### config.mk
export PLATFORM = sky130hd
export DESIGN_NAME = fetch_unit
export DESIGN_NICKNAME = d
export VERILOG_FILES = /design/src/rtl/fetch_unit.sv
export SDC_FILE = /design/constraint.sdc
export NUM_CORES = 1
export LEC_CHECK = 0
export ABC_AREA = 0
export BUFFER_PORTS_ARGS = -buffer_cell sky130_fd_sc_hd__buf_2
export CAP_MARGIN = 20
export CORE_ASPECT_RATIO = 1.1
export CORE_MARGIN = 5
export CORE_UTILIZATION = 50
export CTS_BUF_LIST = sky130_fd_sc_hd__clkbuf_4
export DETAILED_ROUTE_END_ITERATION = 10
export PLACE_DENSITY = 0.82
export SYNTH_ARGS = -nofsm -noshare
export SYNTH_HDL_FRONTEND = slang
export SYNTH_SLANG_ARGS = --single-unit
### constraint.sdc
create_clock -name clk -period 5.76 [get_ports clk]
set_input_delay 1.152 -clock clk [delete_from_list [all_inputs] [get_ports clk]]
set_output_delay 1.152 -clock clk [all_outputs]
set_load 0.02 [all_outputs]
### src/rtl/fetch_unit.sv
// Instruction-fetch front end: drives the L1 instruction memory one request at a time,
// pairs each returned word with its PC and hands entries to decode through a small FIFO.
module fetch_unit #(
    parameter logic [63:0] RESET_PC   = 64'h0,
    parameter int          FIFO_DEPTH = 2
) (
    input  logic        clk,
    input  logic        rstn,
    input  logic        redirect_valid,
    input  logic [63:0] redirect_pc,
    output logic [63:0] pcin_if,
    output logic        pcwrite,
    input  logic [31:0] inst_if,
    input  logic        inst_access_fault,
    output logic        id_valid,
    input  logic        id_ready,
    output logic [63:0] id_pc,
    output logic [31:0] id_inst,
    output logic        id_fault
);

    localparam int PTR_W = (FIFO_DEPTH > 1) ? $clog2(FIFO_DEPTH) : 1;
    localparam int CNT_W = PTR_W + 1;

    typedef enum logic {
        RUN,
        FAULT
    } state_t;

    typedef struct packed {
        logic [63:0] pc;
        logic [31:0] inst;
        logic        fault;
    } entry_t;

    state_t             state;
    state_t             state_next;
    logic [63:0]        pc;
    logic               inflight;
    logic [63:0]        inflight_pc;
    logic [CNT_W-1:0]   count;
    logic [PTR_W-1:0]   rd_ptr;
    logic [PTR_W-1:0]   wr_ptr;
    entry_t             fifo_mem [FIFO_DEPTH];

    entry_t             head;
    entry_t             push_entry;
    logic               head_valid;
    logic               pop;
    logic               push;
    logic               room;
    logic [CNT_W:0]     occupancy;
    logic               unused_pc_lo;

    // The low two bits of a redirect target are architecturally ignored.
    assign unused_pc_lo = ^redirect_pc[1:0];

    assign head       = fifo_mem[rd_ptr];
    assign head_valid = (count != '0);
    assign pcin_if    = pc;

    // NOTE: every output of a combinational block gets a default first, so no path leaves it unassigned (no latch).
    always_comb begin
        state_next = state;
        id_valid   = head_valid & ~redirect_valid;
        pop        = id_valid & id_ready;
        push       = inflight & ~redirect_valid;
        occupancy  = {1'b0, count} + (CNT_W + 1)'(inflight) - (CNT_W + 1)'(pop);
        room       = occupancy < (CNT_W + 1)'(FIFO_DEPTH);
        // rstn gates the enable so memory sees no request while reset is asserted.
        pcwrite    = rstn & (state == RUN) & room & ~redirect_valid
                   & ~(inflight & inst_access_fault);

        push_entry.pc    = inflight_pc;
        push_entry.inst  = inst_access_fault ? 32'h0 : inst_if;
        push_entry.fault = inst_access_fault;

        if (redirect_valid) begin
            state_next = RUN;
        end else if (push && inst_access_fault) begin
            state_next = FAULT;
        end

        id_pc    = head_valid ? head.pc    : 64'h0;
        id_inst  = head_valid ? head.inst  : 32'h0;
        id_fault = head_valid ? head.fault : 1'b0;
    end

    // NOTE: sequential state uses non-blocking assignments so every flop samples pre-edge values.
    always_ff @(posedge clk or negedge rstn) begin
        if (!rstn) begin
            state       <= RUN;
            pc          <= RESET_PC;
            inflight    <= 1'b0;
            inflight_pc <= 64'h0;
            count       <= '0;
            rd_ptr      <= '0;
            wr_ptr      <= '0;
        end else begin
            state    <= state_next;
            inflight <= pcwrite;
            if (pcwrite) begin
                inflight_pc <= pc;
            end

            if (redirect_valid) begin
                pc <= {redirect_pc[63:2], 2'b00};
            end else if (pcwrite) begin
                pc <= pc + 64'd4;
            end

            // A redirect flushes the queue; returning data that cycle is dropped via push.
            if (redirect_valid) begin
                count  <= '0;
                rd_ptr <= '0;
                wr_ptr <= '0;
            end else begin
                if (push) begin
                    wr_ptr <= wr_ptr + PTR_W'(1);
                end
                if (pop) begin
                    rd_ptr <= rd_ptr + PTR_W'(1);
                end
                count <= count + CNT_W'(push) - CNT_W'(pop);
            end
        end
    end

    // NOTE: queue storage has no reset; count and pointers alone decide which entries are live.
    always_ff @(posedge clk) begin
        if (push) begin
            fifo_mem[wr_ptr] <= push_entry;
        end
    end

endmodule

==> results.tsv <==
metric	value	unit
yosys warns	0	
met2 usage	38.21	%
run status	finished, final reports clean	
clock transition at the registers of the reported paths	0.07	ns
endpoints failing hold	0	
Pint	4.446	mW
number of global-route vias before repair	10990	
post-DP HPWL	25.33	mm
Post-CTS Resized	0	
Final Max Slew Viols	0	
layout cells sized above 1	26.97	%
first-pass GRT wire length	59.48	mm
Pwr Total	6.649	mW
synthesized flop and latch total	320	
R2R Path Start	count[1]$_DFF_PN0_	
root buf cell	clkbuf_4	
switching share of power	33.13	%
asr flop ratio synth	40.63	%
Distinct cells, synth	56	
initial antenna violation count	5	
worst skew pair latency	0.70	ns
busiest layer in global routing	met2	
commonest non-fill, non-tap cell in the layout	buf_2	
Die ar.	31700	um^2
Initial Utilization	50.66	%
Top FF cell, synth	edfxtp_1	
Layout Nets	1598	
Clock Sinks	320	
post-route clock period utilization	75.32	%
GR Layer Usage met1	31.64	%
hold crit path type	in -> async	
DRC	0	
worst r2r path cells	13	
Worst-Margin Slew	1.012	ns
CTS Buf Count	79	
Static Leak	7.084	nW
Synth-to-Final Area Change	18.87	%
mapped cell area	14120	um^2
grt met3 use	4.967	%
post-route ant nets	0	
die height	186.2	um
RSZ-0062 raised after global routing	false	
Cells after DPL	1775	
Net Sw Power	2.203	mW
Seq/Total Area, Yosys	63.46	%
core area	27870	um^2
peak supply drop	154.8	uV
CP startpoint	count[1]$_DFF_PN0_	
WS Path Type	reg -> out	
Min Hold Slack	0.3493	ns
terminus of the critical flop-to-flop path	pcin_if[37]$_DFFE_PN0P_	
largest net degree at the start of global routing	137	
# setup viols final	0	
Final min period	4.338	ns
routability congestion estimate	0.8493	
WP data required	4.61	ns
Setup TNS	0	ns
vias per inst	5.694	
Worst slew margin	32.39	%
row count	64	
CP Launch Type	register	
clk_skew	0.06017	ns
Final Non-Filler Cells	1924	
TritonCTS clock tree	done	
PD cells	396.3	nW/um^2
final WL	38.36	mm
largest cells by area after synthesis	edfxtp_1 40%, dfrtp_1 23%, mux2i_1 7.3%	
CP Data Arrival Time	3.19	ns
GRT Total Usage	23.89	%
I/O Buffers	257	
Post-CTS Setup Inserts	0	
drt first-iter violations	912	
synthesized area per cell	11.63	um^2
Seq pwr share	50.1	%
gr ovfl total	0	
WL/cell	19.94	um
Crit Path Max Fanout	11	
htree depth	3	
Cells after Synth	1214	
Max Freq	230.5	MHz
Comb power frac	21.3	%
clk buf depth	3	
element type at the critical path end	output port	
commonest cells after routing, fill and taps aside	256 x buf_2, 234 x nand2_1, 190 x edfxtp_1, 129 x dfrtp_1, 122 x nor2_1	
Clk network pwr share	28.6	%
First-pass DRT Iterations	5	
R2R Setup Slk	2.11	ns
routed vias	10960	
Yosys top cell by area	edfxtp_1	
Post-CTS Hold Fix Bufs	0	
area fraction of the dominant cell type after synthesis	40.42	%
Max-cap violations	0	
num ports	264	
Post-synth EDFFs	190	
Die X	170.2	um
-- power groups by stage --
stage / clock network [mW] / logic [mW] / registers, mW
detailed placement: 0 / 1.42 / 3.37
global placement: 0 / 1.39 / 3.34
finish: 1.90 / 1.42 / 3.33
floorplan: 0 / 0.900 / 3.31
CTS: 1.96 / 1.43 / 3.33
global route: 2.08 / 1.56 / 3.39
-- flip-flops by register name, indices dropped and copies added, names as in the netlist --
| signal | flops |
|---|---|
| rd_ptr | 1 |
| pcin_if | 62 |
| inflight_pc | 62 |
| fifo_mem | 190 |
| wr_ptr | 1 |
| state | 1 |
| count | 2 |
| inflight | 1 |
-- synthesized netlist by cell type (all sizes together), types with 14 or more instances --
| cell type | count |
|---|---|
| buf | 38 |
| a21oi | 15 |
| or4 | 17 |
| o211ai | 18 |
| nand2 | 234 |
| nor4 | 16 |
| nor2 | 125 |
| nor3 | 14 |
| nor2b | 34 |
| mux2i | 103 |
| clkbuf | 41 |
| o21ai | 26 |
| dfrtp | 130 |
| edfxtp | 190 |
| nand4 | 34 |
| nand3 | 38 |
| a22oi | 15 |
| o311ai | 19 |
-- logic make-up (layout without fill, tap and decap cells) --
group	Yosys count	after routing	share of synthesized area, %
buffers and inverters	88	428	2.632
adders and majority gates	4	4	0.4078
xor gates and xnor gates	7	7	0.4343
other	1	8	0.02657
DFF	320	320	63.46
AOI/OAI and AO/OA	134	134	6.807
and+or+nand+nor	556	556	18.84
muxes	104	104	7.383
-- layout make-up --
type | instances | area, um^2
tap | 363 | 454.2
clock buffer | 115 | 863.3
antenna | 4 | 10.01
timing repair buffer | 274 | 1445
inverter | 9 | 35.03
clock inverter | 30 | 177.7
sequential | 320 | 8962
multi-input combinational | 809 | 4832
fill | 2299 | 11090
-- per-layer routing --
metal  vias to the layer above  share of wire [%]
li1                       5012                  -
met1                      5317                 40
met2                       532                 48
met3                        91                8.4
met4                         4                3.7
met5                         -              0.089
-- how the worst max path moves through the flow --
stage and end:
2_1_floorplan pcwrite, 3_3_place_gp pcwrite, 3_5_place_dp pcwrite, 4_1_cts pcwrite, 5_1_grt pcwrite, 6_report pcwrite
-- worst max-delay path, cell delays in order (launching register included) --
cell and delay, ns:
dfrtp_1 0.47, o21ai_0 0.42, nor3_1 0.14, o21ai_0 0.23, fa_1 0.44, and3b_1 0.22, nand3_4 0.11, clkinv_2 0.22
buf_2 0.25
-- stage by stage --
stage	cell area [um^2]	setup slack [ns]	util, %
6_report	16780	1.422	60.21
2_1_floorplan	14130	0.9850	-
3_3_place_gp	15730	1.501	56.44
3_5_place_dp	15730	1.512	56.44
5_1_grt	16780	1.279	60.21
4_1_cts	16770	1.397	60.18
Note: power is estimated with default switching activity, not from simulation.
